File: src/rtl/obi_2_axi_pipe_if.sv
// obi_2_axi_pipe_if: OBI port plus single-beat AXI4 manager channels of the bridge
interface obi_2_axi_pipe_if #(
  parameter int ADDRW = 32,
  parameter int DATAW = 32,
  parameter int IDW = 4
) ();
  localparam int STRBW = DATAW / 8;
  logic             req;
  logic             gnt;
  logic [ADDRW-1:0] addr;
  logic             we;
  logic [STRBW-1:0] be;
  logic [DATAW-1:0] wdata;
  logic             rvalid;
  logic [DATAW-1:0] rdata;
  logic             err;
  logic             aw_valid;
  logic             aw_ready;
  logic [IDW-1:0]   aw_id;
  logic [ADDRW-1:0] aw_addr;
  logic [7:0]       aw_len;
  logic [2:0]       aw_size;
  logic [1:0]       aw_burst;
  logic             aw_lock;
  logic [3:0]       aw_cache;
  logic [2:0]       aw_prot;
  logic [3:0]       aw_qos;
  logic [3:0]       aw_region;
  logic [5:0]       aw_atop;
  logic             aw_user;
  logic             w_valid;
  logic             w_ready;
  logic [DATAW-1:0] w_data;
  logic [STRBW-1:0] w_strb;
  logic             w_last;
  logic             w_user;
  logic             b_valid;
  logic             b_ready;
  logic [IDW-1:0]   b_id;
  logic [1:0]       b_resp;
  logic             ar_valid;
  logic             ar_ready;
  logic [IDW-1:0]   ar_id;
  logic [ADDRW-1:0] ar_addr;
  logic [7:0]       ar_len;
  logic [2:0]       ar_size;
  logic [1:0]       ar_burst;
  logic             ar_lock;
  logic [3:0]       ar_cache;
  logic [2:0]       ar_prot;
  logic [3:0]       ar_qos;
  logic [3:0]       ar_region;
  logic             ar_user;
  logic             r_valid;
  logic             r_ready;
  logic [IDW-1:0]   r_id;
  logic [DATAW-1:0] r_data;
  logic [1:0]       r_resp;
  logic             r_last;
  modport master (
    input  req, addr, we, be, wdata,
    output gnt, rvalid, rdata, err,
    output aw_valid, aw_id, aw_addr, aw_len, aw_size, aw_burst, aw_lock, aw_cache,
           aw_prot, aw_qos, aw_region, aw_atop, aw_user,
    input  aw_ready,
    output w_valid, w_data, w_strb, w_last, w_user,
    input  w_ready,
    input  b_valid, b_id, b_resp,
    output b_ready,
    output ar_valid, ar_id, ar_addr, ar_len, ar_size, ar_burst, ar_lock, ar_cache,
           ar_prot, ar_qos, ar_region, ar_user,
    input  ar_ready,
    input  r_valid, r_id, r_data, r_resp, r_last,
    output r_ready
  );
  modport slave (
    output req, addr, we, be, wdata,
    input  gnt, rvalid, rdata, err,
    input  aw_valid, aw_id, aw_addr, aw_len, aw_size, aw_burst, aw_lock, aw_cache,
           aw_prot, aw_qos, aw_region, aw_atop, aw_user,
    output aw_ready,
    input  w_valid, w_data, w_strb, w_last, w_user,
    output w_ready,
    output b_valid, b_id, b_resp,
    input  b_ready,
    input  ar_valid, ar_id, ar_addr, ar_len, ar_size, ar_burst, ar_lock, ar_cache,
           ar_prot, ar_qos, ar_region, ar_user,
    output ar_ready,
    output r_valid, r_id, r_data, r_resp, r_last,
    input  r_ready
  );
endinterface

File: src/rtl/obi_2_axi_pipe.sv
// obi_2_axi_pipe: pipelined OBI-to-AXI4 bridge, single-beat transfers, in-order responses
module obi_2_axi_pipe #(
  parameter int OBI_ADDRW = 32,
  parameter int OBI_DATAW = 32,
  parameter int OBI_STRBW = OBI_DATAW / 8,
  parameter int MAX_OUTSTANDING = 4,
  parameter int AXI_ID = 0,
  parameter int AXI_IDW = 4
) (
  input logic clk_i,
  input logic rst_i,
  obi_2_axi_pipe_if.master bus
);
  localparam int CW = $clog2(MAX_OUTSTANDING + 1);
  localparam int PW = MAX_OUTSTANDING > 1 ? $clog2(MAX_OUTSTANDING) : 1;
  logic                       ar_valid, aw_valid, w_valid;
  logic [OBI_ADDRW-1:0]       addr_q;
  logic [OBI_STRBW-1:0]       be_q;
  logic [OBI_DATAW-1:0]       wdata_q;
  logic [MAX_OUTSTANDING-1:0] order;
  logic [PW-1:0]              wptr, rptr;
  logic [CW-1:0]              cnt;
  logic                       rvalid_q, err_q;
  logic [OBI_DATAW-1:0]       rdata_q;
  logic slot_free, gnt, busy, head, r_hs, b_hs, pop;
  logic unused_ok;
  function automatic logic [PW-1:0] nxt(input logic [PW-1:0] p);
    return p == PW'(MAX_OUTSTANDING - 1) ? '0 : p + PW'(1);
  endfunction
  assign slot_free = (~ar_valid | bus.ar_ready) & (~aw_valid | bus.aw_ready) & (~w_valid | bus.w_ready);
  assign gnt = bus.req & slot_free & (cnt < CW'(MAX_OUTSTANDING)) & ~rst_i;
  // the order FIFO head decides which response channel may be accepted
  assign busy = cnt != '0;
  assign head = order[rptr];
  assign bus.r_ready = busy & ~head;
  assign bus.b_ready = busy & head;
  assign r_hs = bus.r_valid & bus.r_ready;
  assign b_hs = bus.b_valid & bus.b_ready;
  assign pop = r_hs | b_hs;
  assign bus.gnt = gnt;
  assign bus.rvalid = rvalid_q;
  assign bus.rdata = rdata_q;
  assign bus.err = err_q;
  assign bus.aw_valid = aw_valid;
  assign bus.aw_id = AXI_IDW'(AXI_ID);
  assign bus.aw_addr = addr_q;
  assign bus.aw_len = '0;
  assign bus.aw_size = 3'($clog2(OBI_STRBW));
  assign bus.aw_burst = 2'b01;
  assign bus.aw_lock = 1'b0;
  assign bus.aw_cache = '0;
  assign bus.aw_prot = '0;
  assign bus.aw_qos = '0;
  assign bus.aw_region = '0;
  assign bus.aw_atop = '0;
  assign bus.aw_user = 1'b0;
  assign bus.w_valid = w_valid;
  assign bus.w_data = wdata_q;
  assign bus.w_strb = be_q;
  assign bus.w_last = 1'b1;
  assign bus.w_user = 1'b0;
  assign bus.ar_valid = ar_valid;
  assign bus.ar_id = AXI_IDW'(AXI_ID);
  assign bus.ar_addr = addr_q;
  assign bus.ar_len = '0;
  assign bus.ar_size = 3'($clog2(OBI_STRBW));
  assign bus.ar_burst = 2'b01;
  assign bus.ar_lock = 1'b0;
  assign bus.ar_cache = '0;
  assign bus.ar_prot = '0;
  assign bus.ar_qos = '0;
  assign bus.ar_region = '0;
  assign bus.ar_user = 1'b0;
  assign unused_ok = ^{bus.r_last, bus.r_id, bus.b_id, bus.r_resp[0], bus.b_resp[0]};
  always_ff @(posedge clk_i) begin
    if (rst_i) begin
      ar_valid <= 1'b0;
      aw_valid <= 1'b0;
      w_valid <= 1'b0;
      wptr <= '0;
      rptr <= '0;
      cnt <= '0;
      rvalid_q <= 1'b0;
      rdata_q <= '0;
      err_q <= 1'b0;
    end else begin
      ar_valid <= (gnt & ~bus.we) | (ar_valid & ~bus.ar_ready);
      aw_valid <= (gnt & bus.we) | (aw_valid & ~bus.aw_ready);
      w_valid <= (gnt & bus.we) | (w_valid & ~bus.w_ready);
      if (gnt) begin
        addr_q <= bus.addr;
        be_q <= bus.be;
        wdata_q <= bus.wdata;
        order[wptr] <= bus.we;
        wptr <= nxt(wptr);
      end
      if (pop) begin
        rptr <= nxt(rptr);
        rdata_q <= r_hs ? bus.r_data : '0;
        err_q <= r_hs ? bus.r_resp[1] : bus.b_resp[1];
      end
      cnt <= cnt + CW'(gnt) - CW'(pop);
      rvalid_q <= pop;
    end
  end
endmodule
File: src/flat_wrapper.sv
// flat-port wrapper written by rule: the top's interface ports become plain ports
module obi_2_axi_pipe_flat 
#(
  parameter int OBI_ADDRW = 32,
  parameter int OBI_DATAW = 32,
  parameter int OBI_STRBW = OBI_DATAW / 8,
  parameter int MAX_OUTSTANDING = 4,
  parameter int AXI_ID = 0,
  parameter int AXI_IDW = 4
)
  (clk_i, rst_i, bus_req, bus_addr, bus_we, bus_be, bus_wdata, bus_gnt, bus_rvalid, bus_rdata, bus_err, bus_aw_valid, bus_aw_id, bus_aw_addr, bus_aw_len, bus_aw_size, bus_aw_burst, bus_aw_lock, bus_aw_cache, bus_aw_prot, bus_aw_qos, bus_aw_region, bus_aw_atop, bus_aw_user, bus_aw_ready, bus_w_valid, bus_w_data, bus_w_strb, bus_w_last, bus_w_user, bus_w_ready, bus_b_valid, bus_b_id, bus_b_resp, bus_b_ready, bus_ar_valid, bus_ar_id, bus_ar_addr, bus_ar_len, bus_ar_size, bus_ar_burst, bus_ar_lock, bus_ar_cache, bus_ar_prot, bus_ar_qos, bus_ar_region, bus_ar_user, bus_ar_ready, bus_r_valid, bus_r_id, bus_r_data, bus_r_resp, bus_r_last, bus_r_ready);
  obi_2_axi_pipe_if bus_i ();
  input logic clk_i;
  input logic rst_i;
  input wire logic [$bits(bus_i.req)-1:0] bus_req;
  input wire logic [$bits(bus_i.addr)-1:0] bus_addr;
  input wire logic [$bits(bus_i.we)-1:0] bus_we;
  input wire logic [$bits(bus_i.be)-1:0] bus_be;
  input wire logic [$bits(bus_i.wdata)-1:0] bus_wdata;
  output wire logic [$bits(bus_i.gnt)-1:0] bus_gnt;
  output wire logic [$bits(bus_i.rvalid)-1:0] bus_rvalid;
  output wire logic [$bits(bus_i.rdata)-1:0] bus_rdata;
  output wire logic [$bits(bus_i.err)-1:0] bus_err;
  output wire logic [$bits(bus_i.aw_valid)-1:0] bus_aw_valid;
  output wire logic [$bits(bus_i.aw_id)-1:0] bus_aw_id;
  output wire logic [$bits(bus_i.aw_addr)-1:0] bus_aw_addr;
  output wire logic [$bits(bus_i.aw_len)-1:0] bus_aw_len;
  output wire logic [$bits(bus_i.aw_size)-1:0] bus_aw_size;
  output wire logic [$bits(bus_i.aw_burst)-1:0] bus_aw_burst;
  output wire logic [$bits(bus_i.aw_lock)-1:0] bus_aw_lock;
  output wire logic [$bits(bus_i.aw_cache)-1:0] bus_aw_cache;
  output wire logic [$bits(bus_i.aw_prot)-1:0] bus_aw_prot;
  output wire logic [$bits(bus_i.aw_qos)-1:0] bus_aw_qos;
  output wire logic [$bits(bus_i.aw_region)-1:0] bus_aw_region;
  output wire logic [$bits(bus_i.aw_atop)-1:0] bus_aw_atop;
  output wire logic [$bits(bus_i.aw_user)-1:0] bus_aw_user;
  input wire logic [$bits(bus_i.aw_ready)-1:0] bus_aw_ready;
  output wire logic [$bits(bus_i.w_valid)-1:0] bus_w_valid;
  output wire logic [$bits(bus_i.w_data)-1:0] bus_w_data;
  output wire logic [$bits(bus_i.w_strb)-1:0] bus_w_strb;
  output wire logic [$bits(bus_i.w_last)-1:0] bus_w_last;
  output wire logic [$bits(bus_i.w_user)-1:0] bus_w_user;
  input wire logic [$bits(bus_i.w_ready)-1:0] bus_w_ready;
  input wire logic [$bits(bus_i.b_valid)-1:0] bus_b_valid;
  input wire logic [$bits(bus_i.b_id)-1:0] bus_b_id;
  input wire logic [$bits(bus_i.b_resp)-1:0] bus_b_resp;
  output wire logic [$bits(bus_i.b_ready)-1:0] bus_b_ready;
  output wire logic [$bits(bus_i.ar_valid)-1:0] bus_ar_valid;
  output wire logic [$bits(bus_i.ar_id)-1:0] bus_ar_id;
  output wire logic [$bits(bus_i.ar_addr)-1:0] bus_ar_addr;
  output wire logic [$bits(bus_i.ar_len)-1:0] bus_ar_len;
  output wire logic [$bits(bus_i.ar_size)-1:0] bus_ar_size;
  output wire logic [$bits(bus_i.ar_burst)-1:0] bus_ar_burst;
  output wire logic [$bits(bus_i.ar_lock)-1:0] bus_ar_lock;
  output wire logic [$bits(bus_i.ar_cache)-1:0] bus_ar_cache;
  output wire logic [$bits(bus_i.ar_prot)-1:0] bus_ar_prot;
  output wire logic [$bits(bus_i.ar_qos)-1:0] bus_ar_qos;
  output wire logic [$bits(bus_i.ar_region)-1:0] bus_ar_region;
  output wire logic [$bits(bus_i.ar_user)-1:0] bus_ar_user;
  input wire logic [$bits(bus_i.ar_ready)-1:0] bus_ar_ready;
  input wire logic [$bits(bus_i.r_valid)-1:0] bus_r_valid;
  input wire logic [$bits(bus_i.r_id)-1:0] bus_r_id;
  input wire logic [$bits(bus_i.r_data)-1:0] bus_r_data;
  input wire logic [$bits(bus_i.r_resp)-1:0] bus_r_resp;
  input wire logic [$bits(bus_i.r_last)-1:0] bus_r_last;
  output wire logic [$bits(bus_i.r_ready)-1:0] bus_r_ready;
  assign bus_i.req = bus_req;
  assign bus_i.addr = bus_addr;
  assign bus_i.we = bus_we;
  assign bus_i.be = bus_be;
  assign bus_i.wdata = bus_wdata;
  assign bus_gnt = bus_i.gnt;
  assign bus_rvalid = bus_i.rvalid;
  assign bus_rdata = bus_i.rdata;
  assign bus_err = bus_i.err;
  assign bus_aw_valid = bus_i.aw_valid;
  assign bus_aw_id = bus_i.aw_id;
  assign bus_aw_addr = bus_i.aw_addr;
  assign bus_aw_len = bus_i.aw_len;
  assign bus_aw_size = bus_i.aw_size;
  assign bus_aw_burst = bus_i.aw_burst;
  assign bus_aw_lock = bus_i.aw_lock;
  assign bus_aw_cache = bus_i.aw_cache;
  assign bus_aw_prot = bus_i.aw_prot;
  assign bus_aw_qos = bus_i.aw_qos;
  assign bus_aw_region = bus_i.aw_region;
  assign bus_aw_atop = bus_i.aw_atop;
  assign bus_aw_user = bus_i.aw_user;
  assign bus_i.aw_ready = bus_aw_ready;
  assign bus_w_valid = bus_i.w_valid;
  assign bus_w_data = bus_i.w_data;
  assign bus_w_strb = bus_i.w_strb;
  assign bus_w_last = bus_i.w_last;
  assign bus_w_user = bus_i.w_user;
  assign bus_i.w_ready = bus_w_ready;
  assign bus_i.b_valid = bus_b_valid;
  assign bus_i.b_id = bus_b_id;
  assign bus_i.b_resp = bus_b_resp;
  assign bus_b_ready = bus_i.b_ready;
  assign bus_ar_valid = bus_i.ar_valid;
  assign bus_ar_id = bus_i.ar_id;
  assign bus_ar_addr = bus_i.ar_addr;
  assign bus_ar_len = bus_i.ar_len;
  assign bus_ar_size = bus_i.ar_size;
  assign bus_ar_burst = bus_i.ar_burst;
  assign bus_ar_lock = bus_i.ar_lock;
  assign bus_ar_cache = bus_i.ar_cache;
  assign bus_ar_prot = bus_i.ar_prot;
  assign bus_ar_qos = bus_i.ar_qos;
  assign bus_ar_region = bus_i.ar_region;
  assign bus_ar_user = bus_i.ar_user;
  assign bus_i.ar_ready = bus_ar_ready;
  assign bus_i.r_valid = bus_r_valid;
  assign bus_i.r_id = bus_r_id;
  assign bus_i.r_data = bus_r_data;
  assign bus_i.r_resp = bus_r_resp;
  assign bus_i.r_last = bus_r_last;
  assign bus_r_ready = bus_i.r_ready;
  obi_2_axi_pipe #(.OBI_ADDRW(OBI_ADDRW), .OBI_DATAW(OBI_DATAW), .OBI_STRBW(OBI_STRBW), .MAX_OUTSTANDING(MAX_OUTSTANDING), .AXI_ID(AXI_ID), .AXI_IDW(AXI_IDW)) u_core (.clk_i(clk_i), .rst_i(rst_i), .bus(bus_i));
endmodule
File: config.mk
export PLATFORM = sky130hd
export DESIGN_NAME = obi_2_axi_pipe_flat
export DESIGN_NICKNAME = d
export VERILOG_FILES = /design/src/rtl/obi_2_axi_pipe_if.sv /design/src/rtl/obi_2_axi_pipe.sv /design/src/flat_wrapper.sv
export SDC_FILE = /design/constraint.sdc
export NUM_CORES = 1
export LEC_CHECK = 0
export ABC_AREA = 1
export CAP_MARGIN = 20
export CORE_AREA = 2 2 132 134
export DETAILED_ROUTE_END_ITERATION = 12
export DIE_AREA = 0 0 134 136
export MAX_ROUTING_LAYER = met4
export PLACE_DENSITY = 0.69
export SYNTH_ARGS = -nofsm -noshare
export SYNTH_HDL_FRONTEND = slang
export SYNTH_SLANG_ARGS = --single-unit
File: constraint.sdc
create_clock -name clk_i -period 13 [get_ports clk_i]
set_clock_uncertainty 0.15 [all_clocks]
set_input_delay 1.3 -clock clk_i [delete_from_list [all_inputs] [get_ports clk_i]]
set_output_delay 1.3 -clock clk_i [all_outputs]
set_load 0.1 [all_outputs]
Yosys cells after proc, flatten, opt, wreduce, memory -nomap -nowiden:

Cells that the tools add are included.

* RAM bits: 0
* bits in latches: 0
* input port bits: 122
* register bits: 116
* memories kept: 0
* output and inout bits: 216
* word-level logic and storage cells: 65
* bits in read-only memories: 0

* $add $sub $neg: 4
* order comparisons: 4
* multiplexer cells: 9
* multipliers: 0
* divide/modulo/power cells: 0
* eq/ne operators: 2
* reduce and logical (&&, ||, !) cells: 3
* bitwise gates (word level): 30
* shift-type cells: 0

Operators by type and width (count)
* two-way mux 32 bit: 1
* AND 1 bit: 14
* NOT 1 bit: 9
* OR 1 bit: 7
* < comparator 2 x 3 -> 1 bit, second input constant: 2
* adder 2 x 1 -> 2 bit, second input constant: 2
* bitwise mux 4 bit: 1
* equality test 2 bit, second input constant: 2
* two-way mux 2 bit: 2
* adder 3 x 1 -> 3 bit: 1
* < comparator 3 bit, second input constant: 1
* two-way mux 1 bit: 3
* nonzero test 3 bit: 1
* subtractor 3 x 1 -> 3 bit: 1
* binary-select mux 1 bit (select 2 bit): 1
* demux 1 bit (select 2 bit): 1
* >= comparator 2 x 1 -> 1 bit, second input constant: 1
* AND reduction 2 bit: 1
* logical AND 1 bit: 1

Longest topological paths before layout:

Gate-level depths: netlist of the first run.

* word-level depth: 9
* mapped depth: 14
* mapped depth without buffers: 14

Least setup slack after synthesis of the first run:

Ideal clock, no wire load.

* kind: input-to-reg
* start point: in bus_aw_ready
* end point: reg u_core.cnt[2]
* data arrival time: 4.889 ns
* cell stages on the path: 13
* library setup time: 0.120 ns
* buffers on the path: 0
* setup slack: 7.841 ns
* required time: 12.730 ns
* cells stage by stage: inv_1 nand2_1 nand4_1 nor2_2 inv_2 ha_1 inv_1 ha_1 inv_1 fa_1 xor2_1 o21ai_0 a21oi_1

* word-level cells in the longest chain between the ends: 8

Ends and longest elaborated chain
* from (decl): RTL line flat_wrapper.sv:37 `input wire logic [$bits(bus_i.aw_ready)-1:0] bus_aw_ready;`
* OR 1 bit: RTL line obi_2_axi_pipe.sv:30 `assign slot_free = (~ar_valid | bus.ar_ready) & (~aw_valid | bus.aw_ready) & (~w_valid | bus.w_ready);`
* AND 1 bit (2 in series): RTL line obi_2_axi_pipe.sv:30
* AND 1 bit (3 in series): RTL line obi_2_axi_pipe.sv:31 `assign gnt = bus.req & slot_free & (cnt < CW'(MAX_OUTSTANDING)) & ~rst_i;`
* adder 3 x 1 -> 3 bit: RTL line obi_2_axi_pipe.sv:102 `cnt <= cnt + CW'(gnt) - CW'(pop);`
* subtractor 3 x 1 -> 3 bit: RTL line obi_2_axi_pipe.sv:102
* to (signal assigned): RTL line obi_2_axi_pipe.sv:102
* to (decl): RTL line obi_2_axi_pipe.sv:22 `logic [CW-1:0] cnt;`

No other way between the ends.
A chain may end at the register's enable or synchronous reset.

Worst setup path after layout of the first run:

* start point: in rst_i
* end point: out bus_gnt

* word-level cells in the longest chain between the ends: 2

Ends and longest elaborated chain
* from (decl): RTL line flat_wrapper.sv:14 `input logic rst_i;`
* NOT 1 bit: RTL line obi_2_axi_pipe.sv:31
* AND 1 bit: RTL line obi_2_axi_pipe.sv:31
* to (decl): RTL line flat_wrapper.sv:20 `output wire logic [$bits(bus_i.gnt)-1:0] bus_gnt;`

No other way between the ends.

==> metrics.txt, run 1 <==
# TYPE chip_impl_metric gauge
chip_impl_info{name="outcome",value="finished, final reports clean"} 1
chip_impl_metric{name="multi_input_area",unit="mm2"} 0.001182
chip_impl_metric{name="port_buffers",unit=""} 250
chip_impl_metric{name="ff_latch_area",unit="mm2"} 0.003043
chip_impl_metric{name="worst_slew_pin_slew",unit="ns"} 1.032
chip_impl_metric{name="p_per_area",unit="mW/mm2"} 219.2
chip_impl_metric{name="cts.htree.levels",unit=""} 4
chip_impl_metric{name="min_period_over_period",unit="%"} 38.92
chip_impl_metric{name="synth.lib_cells_used.distinct",unit=""} 26
chip_impl_info{name="post_synth_main_area_contributors",value="edfxtp_1 44%, dfxtp_1 18%, buf_4 16%"} 1
chip_impl_metric{name="route.antenna.remaining_nets",unit=""} 0
chip_impl_metric{name="pin_count_of_the_biggest_net_entering_global_routing",unit=""} 71
chip_impl_metric{name="non_filler_instances",unit=""} 881
chip_impl_info{name="synth_commonest_cells",value="108 x buf_4, 72 x edfxtp_1, 68 x nand3_1, 44 x dfxtp_1, 37 x a21oi_1"} 1
chip_impl_metric{name="fp.dieArea",unit="mm2"} 0.01822
chip_impl_metric{name="placement_rows",unit=""} 48
chip_impl_metric{name="number_of_fillers_in_the_final_layout",unit=""} 1586
chip_impl_metric{name="clock_insertion_delay_worst_skew",unit="ns"} 0.40
chip_impl_metric{name="design_area",unit="mm2"} 0.007709
chip_impl_metric{name="antenna_violations_before_repair",unit=""} 0
chip_impl_info{name="crit_top_cell",value="clkdlybuf4s50_1"} 1
chip_impl_metric{name="nNetsFinal",unit=""} 773
chip_impl_info{name="worst_setup_path_end_kind",value="output pin"} 1
chip_impl_metric{name="required_time_of_the_critical_path",unit="ns"} 11.55
chip_impl_metric{name="start_util",unit="%"} 29.17
chip_impl_metric{name="yosys.area.top_type_share",unit="%"} 43.92
chip_impl_metric{name="grt_pass1_vias",unit=""} 3211
chip_impl_metric{name="post_synth.cell_area_avg",unit="um2"} 11.66
chip_impl_metric{name="timing_max_transition_violations_final",unit=""} 0
chip_impl_metric{name="maxSlewHeadroom",unit="%"} 30.97
chip_impl_metric{name="global_route_wire_length_before_repair",unit="um"} 17530
chip_impl_metric{name="globalRouteOverflowTotal",unit=""} 0
chip_impl_metric{name="timing.hold.worst_path_depth",unit=""} 1
chip_impl_info{name="launch_point_of_the_worst_reg_to_reg_path",value="u_core.cnt[1]"} 1
chip_impl_metric{name="first_pass_iters",unit=""} 5
chip_impl_info{name="post-synth-top-area-cell",value="edfxtp_1"} 1
chip_impl_metric{name="residual_drc_count",unit=""} 0
chip_impl_metric{name="post_syn_instances",unit=""} 422
chip_impl_info{name="root_buffer",value="clkbuf_16"} 1
chip_impl_metric{name="finalCriticalPeriod",unit="ns"} 5.060
chip_impl_metric{name="cts.sink_count",unit=""} 116
chip_impl_metric{name="place_inst",unit=""} 849
chip_impl_metric{name="ioPinCount",unit=""} 338
chip_impl_metric{name="yosysWarnings",unit=""} 0
chip_impl_info{name="path_cells",value="clkdlybuf4s50_1 > buf_4 > inv_2 > nand4_1 > nor2_1 > clkdlybuf4s50_1"} 1
chip_impl_metric{name="synth_edf_count",unit=""} 72
chip_impl_metric{name="placeableCoreArea",unit="mm2"} 0.01688
chip_impl_metric{name="layout-drive-gt1-share",unit="%"} 7.165
chip_impl_metric{name="upper_clock_frequency_limit",unit="GHz"} 0.1976
chip_impl_metric{name="wire_per_inst",unit="um"} 14.16
chip_impl_metric{name="final.setup.tns",unit="ns"} 0
chip_impl_metric{name="clkSlewWorstSetupHoldPaths",unit="ns"} 0.05
chip_impl_info{name="rr_endpoint",value="u_core.cnt[2]"} 1
chip_impl_metric{name="critical-path-max-stage-delay",unit="ns"} 1.14
chip_impl_metric{name="max-vdd-ir-drop",unit="V"} 0.0001025
chip_impl_metric{name="post_cts_buffers",unit=""} 0
chip_impl_metric{name="postRouteWirelength",unit="um"} 12480
chip_impl_metric{name="synth-seq-cells",unit=""} 116
chip_impl_info{name="synthMostInstantiatedCell",value="buf_4"} 1
chip_impl_metric{name="yosysSeqAreaShare",unit="%"} 61.82
chip_impl_metric{name="floorplan.die.width",unit="um"} 134
chip_impl_metric{name="via_per_inst",unit=""} 3.998
chip_impl_metric{name="holdBufCountCts",unit=""} 0
chip_impl_metric{name="placed_cell_area",unit="mm2"} 0.007103
chip_impl_metric{name="drt-initial-drc-count",unit=""} 158
chip_impl_metric{name="die_h",unit="um"} 136
chip_impl_metric{name="numCtsBuffers",unit=""} 17
chip_impl_metric{name="report.final.setup_viol",unit=""} 0
chip_impl_metric{name="cp.arrival",unit="ns"} 3.61
chip_impl_metric{name="hpwlAfterDp",unit="um"} 9227
chip_impl_metric{name="r2r_cells",unit=""} 12
chip_impl_metric{name="route.vias.total",unit=""} 3522
chip_impl_info{name="cts_tree",value="yes"} 1
chip_impl_info{name="worst_hold_startpoint",value="u_core.cnt[2]"} 1
chip_impl_info{name="timing.critical_path.from_type",value="primary input"} 1
chip_impl_metric{name="cts_buffer_depth",unit=""} 2
chip_impl_metric{name="p_leak",unit="uW"} 0.002877
chip_impl_info{name="criticalPathCategory",value="primary input to output pin"} 1
chip_impl_info{name="path_category_of_the_worst_min_delay_check",value="flop to flop"} 1
chip_impl_info{name="worst_hold_path.endpoint",value="u_core.cnt[2]"} 1
chip_impl_metric{name="worst-r2r-setup-slack",unit="ns"} 9.54
chip_impl_metric{name="grt_usage",unit="%"} 13.41
chip_impl_metric{name="globalplace.congestion",unit=""} 0.7038
chip_impl_metric{name="max_cap_viol_count",unit=""} 0
chip_impl_metric{name="syn2layout_area_growth",unit="%"} 56.61
chip_impl_info{name="rsz_0062_raised_after_global_routing",value="no"} 1
chip_impl_info{name="critPathSlowestCell",value="clkdlybuf4s50_1"} 1
chip_impl_metric{name="synth_area",unit="mm2"} 0.004922
chip_impl_info{name="ys.flop_type",value="edfxtp_1"} 1
chip_impl_metric{name="hold_viol",unit=""} 0
chip_impl_metric{name="antenna_cells_inserted",unit=""} 0
chip_impl_metric{name="post_cts_resize_count",unit=""} 0
chip_impl_metric{name="synth-async-reset-ratio",unit="%"} 0
chip_impl_metric{name="path_max_fanout",unit=""} 40
==> how the worst max path moves through the flow <==
stage                 startpoint       endpoint  slack [ns]  cells after the start
floorplan           bus_aw_ready  u_core.cnt[2]        7.84                     13
global placement           rst_i        bus_gnt        7.93                      6
detailed placement         rst_i        bus_gnt        7.93                      6
CTS                        rst_i        bus_gnt        7.93                      6
global route               rst_i        bus_gnt        7.85                      6
finish                     rst_i        bus_gnt        7.94                      6
==> report_power, final <==
part,internal [uW],switching [uW],total (uW),leakage [uW]
sequential,444,23.8,467,0.00102
combinational,153,597,750,0.00157
clock,303,170,473,0.000280
==> cell type report <==
| class | count | area share (%) |
|---|---|---|
| clock inverter | 14 | 2.289 |
| timing repair buffer | 253 | 32.75 |
| sequential | 116 | 39.47 |
| inverter | 19 | 0.9252 |
| multi-input combinational | 236 | 15.34 |
| clock buffer | 18 | 5.567 |
| tap | 225 | 3.652 |
==> cells by family after synthesis <==
| group | share of synthesized area (%) |
|---|---|
| adders and majority gates | 2.186 |
| AOI/OAI and AO/OA | 4.550 |
| and+or+nand+nor | 11.21 |
| DFF | 61.82 |
| other | 0.1526 |
| buffers and inverters | 19.90 |
| xor gates and xnor gates | 0.1780 |
==> stage by stage <==
step	util (%)	power [uW]	setup WS, ns	hold WS (ns)
6_report	45.68	1690	7.940	0.3016
4_1_cts	45.68	1708	7.931	0.3029
3_3_place_gp	42.09	1224	7.929	0.2847
5_1_grt	45.68	1754	7.848	0.3228
3_5_place_dp	42.09	1226	7.925	0.2900
2_1_floorplan	-	1102	7.841	0.2717
==> per-layer routing <==
metal | part of all wire (%) | vias up | global-route usage, %
met5 | 0 | - | -
met4 | 1.2 | 0 | 4.787
met3 | 9.8 | 15 | 5.481
met2 | 51 | 195 | 22.05
met1 | 38 | 1607 | 14.71
li1 | - | 1705 | -
==> flip-flops by register name, summed over array words and instances, names as in the netlist <==
signal               count
u_core.bus.rvalid        1
u_core.rptr              2
u_core.bus.w_strb        4
u_core.wptr              2
u_core.bus.err           1
u_core.bus.ar_addr      32
u_core.bus.ar_valid      1
u_core.bus.w_valid       1
u_core.bus.rdata        32
u_core.bus.aw_valid      1
u_core.order             4
u_core.bus.w_data       32
u_core.cnt               3
==> worst max-delay path: cells and delay by family <==
kind,cells,cell delay [ns]
buf+inv,4,1.98
simple gates,2,0.32
==> cells in the final DEF, fill, tap and decap left out, drive strengths merged <==
master	count
nand4	3
fa	1
edfxtp	72
ha	7
inv	22
a21oi	38
nand2	18
xor2	1
buf	3
dfxtp	44
clkinvlp	5
nand3	71
or2	1
clkbuf	18
o21a	1
clkinv	3
conb	76
bufinv	3
clkdlybuf4s50	250
nor2	16
o21ai	3
Note: power is estimated with default switching activity, not from simulation.
==> run 2: changes to the inputs <==
- CORE_AREA: 2 2 132 134 -> 2 2 131 133
- DIE_AREA: 0 0 134 136 -> 0 0 133 135
- PLACE_DENSITY: 0.69 -> 0.7
- clock period: 13 -> 5.05 ns (I/O delays scaled with it)
==> metrics.txt, run 2 (synthesis gave the netlist of run 1 again) <==
# TYPE chip_impl_metric gauge
chip_impl_metric{name="cts.sink_count",unit=""} 116
chip_impl_metric{name="via_per_inst",unit=""} 4.025
chip_impl_metric{name="globalRouteMet3Util",unit="%"} 6.607
chip_impl_metric{name="wire_per_inst",unit="um"} 14.24
chip_impl_metric{name="fp.dieArea",unit="mm2"} 0.01796
chip_impl_metric{name="groute.layer.met1.usage",unit="%"} 15.50
chip_impl_info{name="crit_path_start",value="bus_r_valid"} 1
chip_impl_metric{name="final.setup.tns",unit="ns"} 0
chip_impl_info{name="launch_point_of_the_worst_reg_to_reg_path",value="u_core.rptr[0]"} 1
chip_impl_metric{name="critical-path-max-stage-delay",unit="ns"} 0.46
chip_impl_metric{name="globalplace.congestion",unit=""} 0.7230
chip_impl_metric{name="drt-initial-drc-count",unit=""} 208
chip_impl_metric{name="p_leak",unit="uW"} 0.002920
chip_impl_metric{name="worst-r2r-setup-slack",unit="ns"} 2.09
chip_impl_metric{name="timing.hold.worst_path_depth",unit=""} 1
chip_impl_metric{name="r2r_cells",unit=""} 14
chip_impl_info{name="final_common_cell",value="clkdlybuf4s50_1"} 1
chip_impl_info{name="most_used_routing_layer_in_global_routing",value="met2"} 1
chip_impl_metric{name="syn2layout_area_growth",unit="%"} 57.85
chip_impl_metric{name="residual_drc_count",unit=""} 0
chip_impl_metric{name="layout.core_utilization",unit="%"} 47.36
chip_impl_metric{name="port_buffers",unit=""} 250
chip_impl_metric{name="final.setup.worst_slack",unit="ns"} 1.919
chip_impl_metric{name="die_h",unit="um"} 135
chip_impl_metric{name="postRouteWirelength",unit="um"} 12530
chip_impl_metric{name="start_util",unit="%"} 30.00
chip_impl_metric{name="worst_slew_pin_slew",unit="ns"} 1.060
chip_impl_metric{name="fin_total_pwr",unit="uW"} 4474
chip_impl_metric{name="number_of_fillers_in_the_final_layout",unit=""} 1521
chip_impl_metric{name="timing_max_transition_violations_final",unit=""} 0
chip_impl_metric{name="antenna_violations_before_repair",unit=""} 2
chip_impl_metric{name="upper_clock_frequency_limit",unit="GHz"} 0.3193
chip_impl_metric{name="multi_input_area",unit="mm2"} 0.001182
chip_impl_metric{name="hpwlAfterDp",unit="um"} 9223
chip_impl_info{name="timing.critical_path.from_type",value="primary input"} 1
chip_impl_metric{name="max_cap_viol_count",unit=""} 0
chip_impl_info{name="path_category_of_the_worst_min_delay_check",value="flop to flop"} 1
chip_impl_info{name="rr_endpoint",value="u_core.cnt[2]"} 1
chip_impl_metric{name="grt_usage",unit="%"} 13.96
chip_impl_metric{name="maxSlewHeadroom",unit="%"} 29.12
chip_impl_metric{name="grt_pass1_vias",unit=""} 3343
chip_impl_metric{name="globalRouteOverflowTotal",unit=""} 0
chip_impl_metric{name="path_max_fanout",unit=""} 36
chip_impl_metric{name="clock_insertion_delay_worst_skew",unit="ns"} 0.41
chip_impl_metric{name="clkSlewWorstSetupHoldPaths",unit="ns"} 0.06
chip_impl_metric{name="route.antenna.remaining_nets",unit=""} 0
chip_impl_metric{name="holdBufCountCts",unit=""} 0
chip_impl_metric{name="cts_buffer_depth",unit=""} 2
chip_impl_metric{name="post_cts_buffers",unit=""} 0
chip_impl_metric{name="pin_count_of_the_biggest_net_entering_global_routing",unit=""} 71
chip_impl_metric{name="min_period_over_period",unit="%"} 62.01
chip_impl_metric{name="hold_viol",unit=""} 0
chip_impl_metric{name="report.final.setup_viol",unit=""} 0
chip_impl_info{name="outcome",value="finished, final reports clean"} 1
chip_impl_metric{name="globalRouteMet2Util",unit="%"} 21.96
chip_impl_metric{name="cp.arrival",unit="ns"} 3.28
chip_impl_metric{name="max-vdd-ir-drop",unit="V"} 0.0002759
chip_impl_metric{name="ff_latch_area",unit="mm2"} 0.003043
chip_impl_metric{name="global_route_wire_length_before_repair",unit="um"} 18280
chip_impl_info{name="root_buffer",value="clkbuf_16"} 1
chip_impl_metric{name="floorplan.die.width",unit="um"} 133
chip_impl_metric{name="post_cts_resize_count",unit=""} 0
chip_impl_metric{name="required_time_of_the_critical_path",unit="ns"} 5.20
chip_impl_metric{name="placement.setup.worst_slack",unit="ns"} 1.478
chip_impl_info{name="critPathSlowestCell",value="clkdlybuf4s50_1"} 1
chip_impl_metric{name="finalCriticalPeriod",unit="ns"} 3.131
chip_impl_metric{name="ioPinCount",unit=""} 338
chip_impl_metric{name="placeableCoreArea",unit="mm2"} 0.01641
chip_impl_metric{name="first_pass_iters",unit=""} 6
chip_impl_info{name="path_cells",value="clkdlybuf4s50_1 > buf_4 > nand3_4 > nand2_1 > ha_1 > inv_1 > ha_1 > inv_1 > fa_1 > xor2_1 > o21ai_0 > a21oi_1"} 1
chip_impl_metric{name="nNetsFinal",unit=""} 775
chip_impl_info{name="criticalPathCategory",value="primary input to flop"} 1
chip_impl_info{name="cts_tree",value="yes"} 1
chip_impl_metric{name="numCtsBuffers",unit=""} 17
chip_impl_info{name="worst_setup_path_end_kind",value="flop"} 1
chip_impl_metric{name="layout-drive-gt1-share",unit="%"} 7.599
chip_impl_metric{name="cts.htree.levels",unit=""} 4
chip_impl_metric{name="placement_rows",unit=""} 47
chip_impl_info{name="layout.cells.most_common_list",value="249 x clkdlybuf4s50_1, 76 x conb_1, 72 x edfxtp_1"} 1
chip_impl_metric{name="p_per_area",unit="mW/mm2"} 575.8
chip_impl_metric{name="route.vias.total",unit=""} 3542
chip_impl_info{name="rsz_0062_raised_after_global_routing",value="no"} 1
chip_impl_metric{name="worst_hold_slack",unit="ns"} 0.2995
chip_impl_info{name="worst_setup_path_endpoint",value="u_core.cnt[2]"} 1
[run 2: changes by cell type in the layout (fill, tap and decap cells not counted), sizes merged]
cell | before | now
clkdlybuf4s50 | 250 | 249
bufinv | 3 | 5
diode | 0 | 2
clkinv | 3 | 4
clkinvlp | 5 | 2
buf | 3 | 6
[run 2: how the worst min path moves through the flow]
stage / from / endpoint / slack (ns)
after detailed placement: u_core.cnt[2] / u_core.cnt[2] / 0.30
after global routing: u_core.bus.err / u_core.bus.err / 0.34
after global placement: u_core.cnt[2] / u_core.cnt[2] / 0.29
after CTS: u_core.cnt[2] / u_core.cnt[2] / 0.30
final: u_core.cnt[2] / u_core.cnt[2] / 0.30
after floorplan: u_core.cnt[2] / u_core.cnt[2] / 0.27
[run 2: cell type report]
class / instances / share of cell area [%]
Sequential cell: 116 / 39.16
Timing Repair Buffer: 255 / 32.66
Multi-Input combinational cell: 236 / 15.22
Clock buffer: 18 / 5.523
Tap cell: 220 / 3.543
Clock inverter: 14 / 2.915
Inverter: 19 / 0.9179
Antenna cell: 2 / 0.06441
[run 2: power by group]
part / internal [uW] / leakage, uW / switching, uW / total, uW
Clock: 883 / 0.000312 / 453 / 1340
Sequential: 1140 / 0.00102 / 60.2 / 1200
Combinational: 401 / 0.00158 / 1540 / 1940
[run 2: worst max-delay path: cells and delay by family]
family                     cells  cell delay, ns
AOI/OAI and AO/OA              2            0.21
xor gates and xnor gates       1            0.16
adders and majority gates      3            0.77
buffers and inverters          4            0.90
and+or+nand+nor                2            0.74
[run 2: through the flow]
stage | instances | area, um2
2_1_floorplan | 496 | 5200
3_3_place_gp | 846 | 7109
3_5_place_dp | 846 | 7109
4_1_cts | 878 | 7765
5_1_grt | 880 | 7770
6_report | 880 | 7770
[run 2: metal layers]
layer	share of wire, %	wire (um)
met1	39	4922
met2	49	6125
met3	10	1284
met4	1.6	197
met5	0	0
